[src/rtl/hazard_ctrl.sv]
// hazard_ctrl: pipeline hazard controller for the IF/ID instruction register
// and the PC. Each cycle it decides whether IF/ID advances, holds or is
// flushed, and whether a bubble is injected into ID/EX.
//
// Parameters:
//   REG_IDX_W  register index width
//   LOAD_LAT   bubbles inserted per load-use hazard (legal range 1..4)
//   CNT_W      performance counter width
//
// Ports:
//   clk, rst                 clock, synchronous active-high reset
//   id_rs1/id_rs2            source indices of the instruction in ID
//   id_uses_rs1/id_uses_rs2  ID instruction actually reads rs1/rs2
//   ex_rd, ex_is_load        destination and load flag of the instruction in EX
//   ex_branch_taken          EX resolved a taken branch/jump
//   mem_busy                 data memory not ready, whole pipe freezes
//   pc_en, ir_en             PC / IF-ID load enables
//   ir_flush                 IF/ID clear
//   idex_bubble              inject NOP into ID/EX
//   state                    RUN=0, LSTALL=1, FLUSH=2, MWAIT=3
//   stall_cycles, flush_count, wait_cycles   performance counters
//
// Build option: define HAZ_PERF_CNT_EN to build the saturating performance
// counters; without it the three counter ports are tied to zero.

module hazard_ctrl #(
  parameter int REG_IDX_W = 5,
  parameter int LOAD_LAT  = 1,
  parameter int CNT_W     = 16
) (
  input  logic                 clk,
  input  logic                 rst,
  input  logic [REG_IDX_W-1:0] id_rs1,
  input  logic [REG_IDX_W-1:0] id_rs2,
  input  logic                 id_uses_rs1,
  input  logic                 id_uses_rs2,
  input  logic [REG_IDX_W-1:0] ex_rd,
  input  logic                 ex_is_load,
  input  logic                 ex_branch_taken,
  input  logic                 mem_busy,
  output logic                 pc_en,
  output logic                 ir_en,
  output logic                 ir_flush,
  output logic                 idex_bubble,
  output logic [1:0]           state,
  output logic [CNT_W-1:0]     stall_cycles,
  output logic [CNT_W-1:0]     flush_count,
  output logic [CNT_W-1:0]     wait_cycles
);

  localparam logic [1:0] S_RUN    = 2'd0;
  localparam logic [1:0] S_LSTALL = 2'd1;
  localparam logic [1:0] S_FLUSH  = 2'd2;
  localparam logic [1:0] S_MWAIT  = 2'd3;

  // The hazard cycle itself is the first bubble, so LSTALL only has to
  // cover the remaining LOAD_LAT-1 cycles; the counter ends at zero.
  localparam logic [1:0] CNT_INIT = 2'((LOAD_LAT >= 2) ? (LOAD_LAT - 2) : 0);

  logic [1:0] r_state;
  logic [1:0] r_cnt;
  logic [1:0] w_state_nxt;
  logic [1:0] w_cnt_nxt;
  logic       w_lu;
  logic       w_pc_en;
  logic       w_ir_en;
  logic       w_ir_flush;
  logic       w_idex_bubble;

  assign w_lu = ex_is_load && (ex_rd != '0) &&
                ((id_uses_rs1 && (id_rs1 == ex_rd)) ||
                 (id_uses_rs2 && (id_rs2 == ex_rd)));

  // Output decode: reset > freeze > branch > state-specific behaviour.
  always_comb begin
    w_pc_en       = 1'b1;
    w_ir_en       = 1'b1;
    w_ir_flush    = 1'b0;
    w_idex_bubble = 1'b0;
    if (rst) begin
      // Clears IF/ID on the same edge that resets the controller.
      w_pc_en       = 1'b0;
      w_ir_en       = 1'b0;
      w_ir_flush    = 1'b1;
      w_idex_bubble = 1'b1;
    end else if (mem_busy) begin
      w_pc_en = 1'b0;
      w_ir_en = 1'b0;
    end else if (ex_branch_taken) begin
      w_ir_en       = 1'b0;
      w_ir_flush    = 1'b1;
      w_idex_bubble = 1'b1;
    end else begin
      case (r_state)
        S_RUN, S_MWAIT: begin
          if (w_lu) begin
            w_pc_en       = 1'b0;
            w_ir_en       = 1'b0;
            w_idex_bubble = 1'b1;
          end
        end
        S_LSTALL: begin
          w_pc_en       = 1'b0;
          w_ir_en       = 1'b0;
          w_idex_bubble = 1'b1;
        end
        default: begin
          // FLUSH: ID holds the cleared NOP, so a hazard match is spurious.
        end
      endcase
    end
  end

  always_comb begin
    w_state_nxt = r_state;
    w_cnt_nxt   = r_cnt;
    if (mem_busy) begin
      // A load-use stall in progress is simply paused by the freeze.
      if (r_state != S_LSTALL) w_state_nxt = S_MWAIT;
    end else if (ex_branch_taken) begin
      w_state_nxt = S_FLUSH;
      w_cnt_nxt   = 2'd0;
    end else begin
      case (r_state)
        S_RUN, S_MWAIT: begin
          w_state_nxt = S_RUN;
          if (w_lu && (LOAD_LAT > 1)) begin
            w_state_nxt = S_LSTALL;
            w_cnt_nxt   = CNT_INIT;
          end
        end
        S_LSTALL: begin
          if (r_cnt == 2'd0) w_state_nxt = S_RUN;
          else               w_cnt_nxt   = r_cnt - 2'd1;
        end
        default: w_state_nxt = S_RUN;
      endcase
    end
  end

  // State register boundary
  always_ff @(posedge clk) begin
    if (rst) begin
      r_state <= S_RUN;
      r_cnt   <= 2'd0;
    end else begin
      r_state <= w_state_nxt;
      r_cnt   <= w_cnt_nxt;
    end
  end

  assign pc_en       = w_pc_en;
  assign ir_en       = w_ir_en;
  assign ir_flush    = w_ir_flush;
  assign idex_bubble = w_idex_bubble;
  assign state       = r_state;

`ifdef HAZ_PERF_CNT_EN
  logic [CNT_W-1:0] r_stall_cycles;
  logic [CNT_W-1:0] r_flush_count;
  logic [CNT_W-1:0] r_wait_cycles;

  function automatic logic [CNT_W-1:0] sat_inc(input logic [CNT_W-1:0] v);
    return (v == '1) ? v : v + 1'b1;
  endfunction

  // Performance counter boundary
  always_ff @(posedge clk) begin
    if (rst) begin
      r_stall_cycles <= '0;
      r_flush_count  <= '0;
      r_wait_cycles  <= '0;
    end else begin
      if (w_idex_bubble && !w_ir_flush) r_stall_cycles <= sat_inc(r_stall_cycles);
      if (w_ir_flush)                   r_flush_count  <= sat_inc(r_flush_count);
      if (mem_busy)                     r_wait_cycles  <= sat_inc(r_wait_cycles);
    end
  end

  assign stall_cycles = r_stall_cycles;
  assign flush_count  = r_flush_count;
  assign wait_cycles  = r_wait_cycles;
`else
  assign stall_cycles = '0;
  assign flush_count  = '0;
  assign wait_cycles  = '0;
`endif

endmodule

[config.mk]
export PLATFORM = sky130hd
export DESIGN_NAME = hazard_ctrl
export DESIGN_NICKNAME = d
export VERILOG_FILES = /design/src/rtl/hazard_ctrl.sv
export SDC_FILE = /design/constraint.sdc
export NUM_CORES = 1
export LEC_CHECK = 0
export ABC_AREA = 1
export ABC_CLOCK_PERIOD_IN_PS = 1000
export BUFFER_PORTS_ARGS = -buffer_cell sky130_fd_sc_hd__clkbuf_2
export CORE_UTILIZATION = 35
export CTS_BUF_LIST = sky130_fd_sc_hd__clkbuf_4 sky130_fd_sc_hd__clkbuf_8
export DETAILED_ROUTE_END_ITERATION = 12
export GPL_TIMING_DRIVEN = 0
export PLACE_DENSITY = 0.79
export SETUP_SLACK_MARGIN = 0.05
export SYNTH_ARGS = -nofsm -noshare
export SYNTH_HDL_FRONTEND = slang
export SYNTH_SLANG_ARGS = --single-unit
export TNS_END_PERCENT = 30
[constraint.sdc]
create_clock -name clk -period 1 [get_ports clk]
set_input_delay 0.15 -clock clk [delete_from_list [all_inputs] [get_ports clk]]
set_output_delay 0.15 -clock clk [all_outputs]
set_load 0.01 [all_outputs]
After elaboration in Yosys (flattened, before gate mapping)
Index checks and enable logic that the tools add are counted.
- bits of input ports: 22
- flip-flop bits (word level): 4
- word-level logic and storage cells: 48
- output and inout bits: 54
- mux-type cells: 24
- reduce and logical (&&, ||, !) cells: 12
- bitwise gates (word level): 1
- eq/ne operators: 8
- add/sub/neg operators: 1
- operators with widths (kind ; number):
    2-bit 2-to-1 mux ; 8
    1-bit 2-to-1 mux ; 14
    5-bit equality test ; 2
    5-bit nonzero test ; 1
    1-bit logical AND ; 4
    2-bit zero test ; 2
    2-bit by 1-bit inequality test with 1-bit output, second input constant ; 2
    4-bit inequality test, second input constant ; 1
    1-bit case mux with 2 select lines ; 2
    3-bit AND reduction ; 1
    2-bit by 1-bit equality test with 1-bit output, second input constant ; 1
    2-bit equality test, second input constant ; 1
    2-bit inequality test, second input constant ; 1
    2-bit AND reduction ; 1
    2-bit nonzero test ; 1
    2-bit OR reduction ; 1
    2-bit by 1-bit subtractor with 2-bit output, second input constant ; 1
    1-bit logical OR ; 1
    1-bit NOT ; 1

Depth between registers and ports, before layout
- word-level depth: 9
- depth in mapped cells: 10
- depth with buffers taken out: 10

Worst setup path after synthesis
Ideal clock, no wire load.
- path type: reg2out
- start: reg r_state[0] (netlist: state[0])
- end: out ir_en
- data required time: 850 ps
- buffers on the path: 0
- arrival: 1145 ps
- cell stages (with the launch flop): 8
- slack: -295 ps
- path through: dfxtp_1 -> inv_1 -> ha_1 -> nand3_1 -> inv_1 -> nand2_1 -> nand2_1 -> nor2_1
- cells in the longest elaborated chain, start to end: 6
- elaborated cells between the ends (all ways): 8
- those cells by class: eq/ne (2); mux (4); reduce/logical (2)
- ends and longest elaborated chain (element ; RTL line ; source):
    start: declaration ; 60 ; logic [1:0] r_state;
    start signal: assignment ; 147 ; r_state <= w_state_nxt;
    2-bit equality test / 2-bit zero test (equally long branches) ; 94 ; case (r_state)
    2-bit OR reduction ; 94 ;
    1-bit case mux with 2 select lines (*) ; 94 ;
    1-bit 2-to-1 mux (*) ; 89 ; end else if (ex_branch_taken) begin
    1-bit 2-to-1 mux (*) ; 86 ; end else if (mem_busy) begin
    1-bit 2-to-1 mux (*) ; 80 ; if (rst) begin
    end: declaration ; 42 ; output logic ir_en,
Every way passes the cells marked *; elsewhere a longest branch is shown, timed or not.

Worst setup path after layout
- start: reg r_state[0] (netlist: state[0])
- end: out idex_bubble
- cells in the longest elaborated chain, start to end: 6
- elaborated cells between the ends (all ways): 8
- those cells by class: eq/ne (2); mux (4); reduce/logical (2)
- ends and longest elaborated chain (element ; RTL line ; source):
    2-bit equality test / 2-bit zero test (equally long branches) ; 94 ;
    2-bit OR reduction ; 94 ;
    1-bit case mux with 2 select lines (*) ; 94 ;
    1-bit 2-to-1 mux (*) ; 89 ;
    1-bit 2-to-1 mux (*) ; 86 ;
    1-bit 2-to-1 mux (*) ; 80 ;
    end: declaration ; 44 ; output logic idex_bubble,
Marks and branches as above.

==> flow_summary.ini <==
[place]
io_buffers = 27
gp_congestion = 0.775
place_area_mm2 = 0.00120
pre_cts_ws_ns = -0.320
place_hpwl_mm = 1.36

[sta]
layout_setup_ws_ns = -0.459
setup_violations = 7
fin_skew_ns = 0.00451
period_minus_slack_ns = 1.46
finalSetupTns_ns = -2.49
clock.fmax_ghz = 0.685
rsz0062_at_grt = yes
hold_violations = 0
period_share_pct = 146
final-max-slew-violation-count = 0

[power]
powerDensity_mw_per_mm2 = 643
combPwrFrac_pct = 53.8
p_seq_share_pct = 21.0
power.internal_uw = 525
cellLeakagePower_uw = 0.000871
vdd_ir_drop_max_mv = 1.06
sw_frac_of_total_pct = 36.8
p_sw_uw = 305
clkPwrFrac_pct = 25.2

[setup_path]
cpPeakStageDelay_ns = 0.33
critPathSlowestCell = dfxtp_2
cp.required_ns = 0.85
reg2reg_slack_ns = -0.35
rr_worst_depth = 8
end_kind = output pin
start_kind = flip-flop
path_cells = inv_2 -> ha_4 -> nand3_2 -> inv_2 -> nand2_2 -> nand2_1 -> nand2_1 -> nand2_2 -> buf_6
cp_max_fo = 2
crit_buf_inv = 3
cp_data_arrival_time_ns = 1.31
r2r-start = state[0]
path_delay_family = flip-flops
crit_path_start = state[0]
cp.depth = 9
crit_type = reg -> out

[run_status]
failed_checks = setup timing
outcome = finished, violations left

[global_route]
grt_antenna_before_repair = 0
grt_max_degree = 6
grt_usage_pct = 12.0
grt_pass1_vias = 642
overflow = 0
grt_pass1_wl_mm = 2.40

[detailed_routing]
drt-initial-drc-count = 15
totalWireLength_mm = 1.58
wire_per_inst_um = 6.20
drc = 0
postRouteAntennaNets = 0
first_pass_iters = 4
post_drt_via_cell_ratio = 3.50
vias = 892

[yosys]
synth_top_family_by_area = buffers and inverters
yosysSeqAreaShare_pct = 9.40
synthAdderAreaFrac_pct = 4.41
synth_compound_area_share_pct = 5.14
synth_seq_cells = 4
muxShareOfSynthArea_pct = 0
yosys.area_share.xor_xnor_pct = 0
synth.distinct_cells = 16
synthFlopType = dfxtp_1
synth_common_cells = buf_4 (48), nand2_1 (43), inv_1 (17)
synthCells = 148
yosys.area_share.simple_pct = 28.6
synth_edf_count = 0
post-synth-top-area-fraction_pct = 42.3
ys_async_sr_fraction_pct = 0
yosysMostFrequentCell = buf_4
synth.cell_area_um2 = 852
yosys_warnings = 0
synthTopCellsByArea = buf_4 (42%), nand2_1 (19%), dfxtp_1 (9.4%), inv_1 (7.5%), nor2_1 (5.7%)
synth_top_area_cell = buf_4
postSynthAreaPerCell_um2 = 5.76

[min_path]
hold_depth = 2
hold_start = rst
hold_class = in -> reg

[cells_and_area]
seq_area_um2 = 82.6
final_area_mm2 = 0.00129
synthToLayoutAreaGrowth_pct = 51.7
fillers = 233
drive_gt1_share_pct = 44.5
diodes = 0
finalNetCount = 254
multi_input_area_um2 = 553

[floorplanning]
die_h_um = 51.3
core.rowCount = 17
die_x_um = 51.3
initial_core_util_pct = 37.8
core_mm2 = 0.00225
dieArea_mm2 = 0.00264
pin_count = 76

[clock_network]
ctsHtreeMaxLevel = 1
clock-sinks = 4
clock_insertion_delay_worst_skew_ns = 0.24
cts-root-buf = clkbuf_4
tritoncts = yes
cts_buffers = 3
max-clock-path-buffers = 2
cts.clk_slew.worst_paths_ns = 0.04

[flow_run]
drv_cap = 0
==> logic make-up after synthesis <==
family                   count (synthesis)
buffers and inverters                   70
AND/OR/NAND/NOR                         62
AO/OA/AOI/OAI                            8
flip-flops                               4
adder cells (fa/ha/maj)                  3
other                                    1
==> power by group through the flow <==
stage	combinational, uW	clock [uW]	sequential, uW
2_1_floorplan	323	0	177
3_3_place_gp	408	0	175
3_5_place_dp	411	0	175
4_1_cts	434	221	174
5_1_grt	500	227	175
6_report	447	210	174
==> stage by stage <==
step	hold slack (ns)	std cells	utilization [%]	total power, uW
after global placement	0.381	250	53.4	583
after floorplan	0.212	195	-	500
after detailed placement	0.383	250	53.4	586
after CTS	0.125	255	56.7	828
final	0.138	255	57.3	831
after global routing	0.143	255	57.3	903
==> sequential cells by signal, summed over array words and instances (netlist names) <==
signal / flops
state: 2
r_cnt: 2
==> final timing paths <==
kind,end
setup reg to reg,r_cnt[1]
setup / recovery,idex_bubble
hold / removal,r_cnt[1]
hold reg to reg,r_cnt[1]
==> placed cells by master, fill, tap and decap left out, drive strengths merged <==
cell / count
dfxtp: 4
buf: 52
nand3: 3
or2: 1
o21ai: 3
inv: 22
nand2: 43
nand4: 1
a21oi: 3
clkbuf: 28
nor2: 14
o21a: 1
a31oi: 1
ha: 3
conb: 48
==> final cells by class <==
| class | count | area share (%) |
|---|---|---|
| multi-input combinational | 121 | 42.8 |
| buffer | 48 | 27.9 |
| timing repair buffer | 29 | 12.1 |
| sequential | 4 | 6.39 |
| inverter | 22 | 6.39 |
| tap | 28 | 2.71 |
| clock buffer | 3 | 1.74 |
==> timing repair <==
item | 4_1_cts | 5_1_grt
pin swaps | 2 | 1
buffers inserted | 2 | 0
hold buffers | 0 | 0
setup endpoints to repair | 7 | 8
gates resized for setup | 12 | 7
==> layer usage <==
metal	wire length, um	GRT usage, %
met2	784	22.4
met4	0	3.60
met5	0	0
met3	178	3.87
met1	618	12.7
==> worst reg2reg max path, cell delays in order, from the launching register on <==
cell and delay, ns:
dfxtp_2 0.33, buf_4 0.11, ha_2 0.16, inv_2 0.04
buf_4 0.14, nor2_4 0.10, nand2_2 0.08, or2_1 0.22
a21oi_2 0.10
Note: power is estimated with default switching activity, not from simulation.
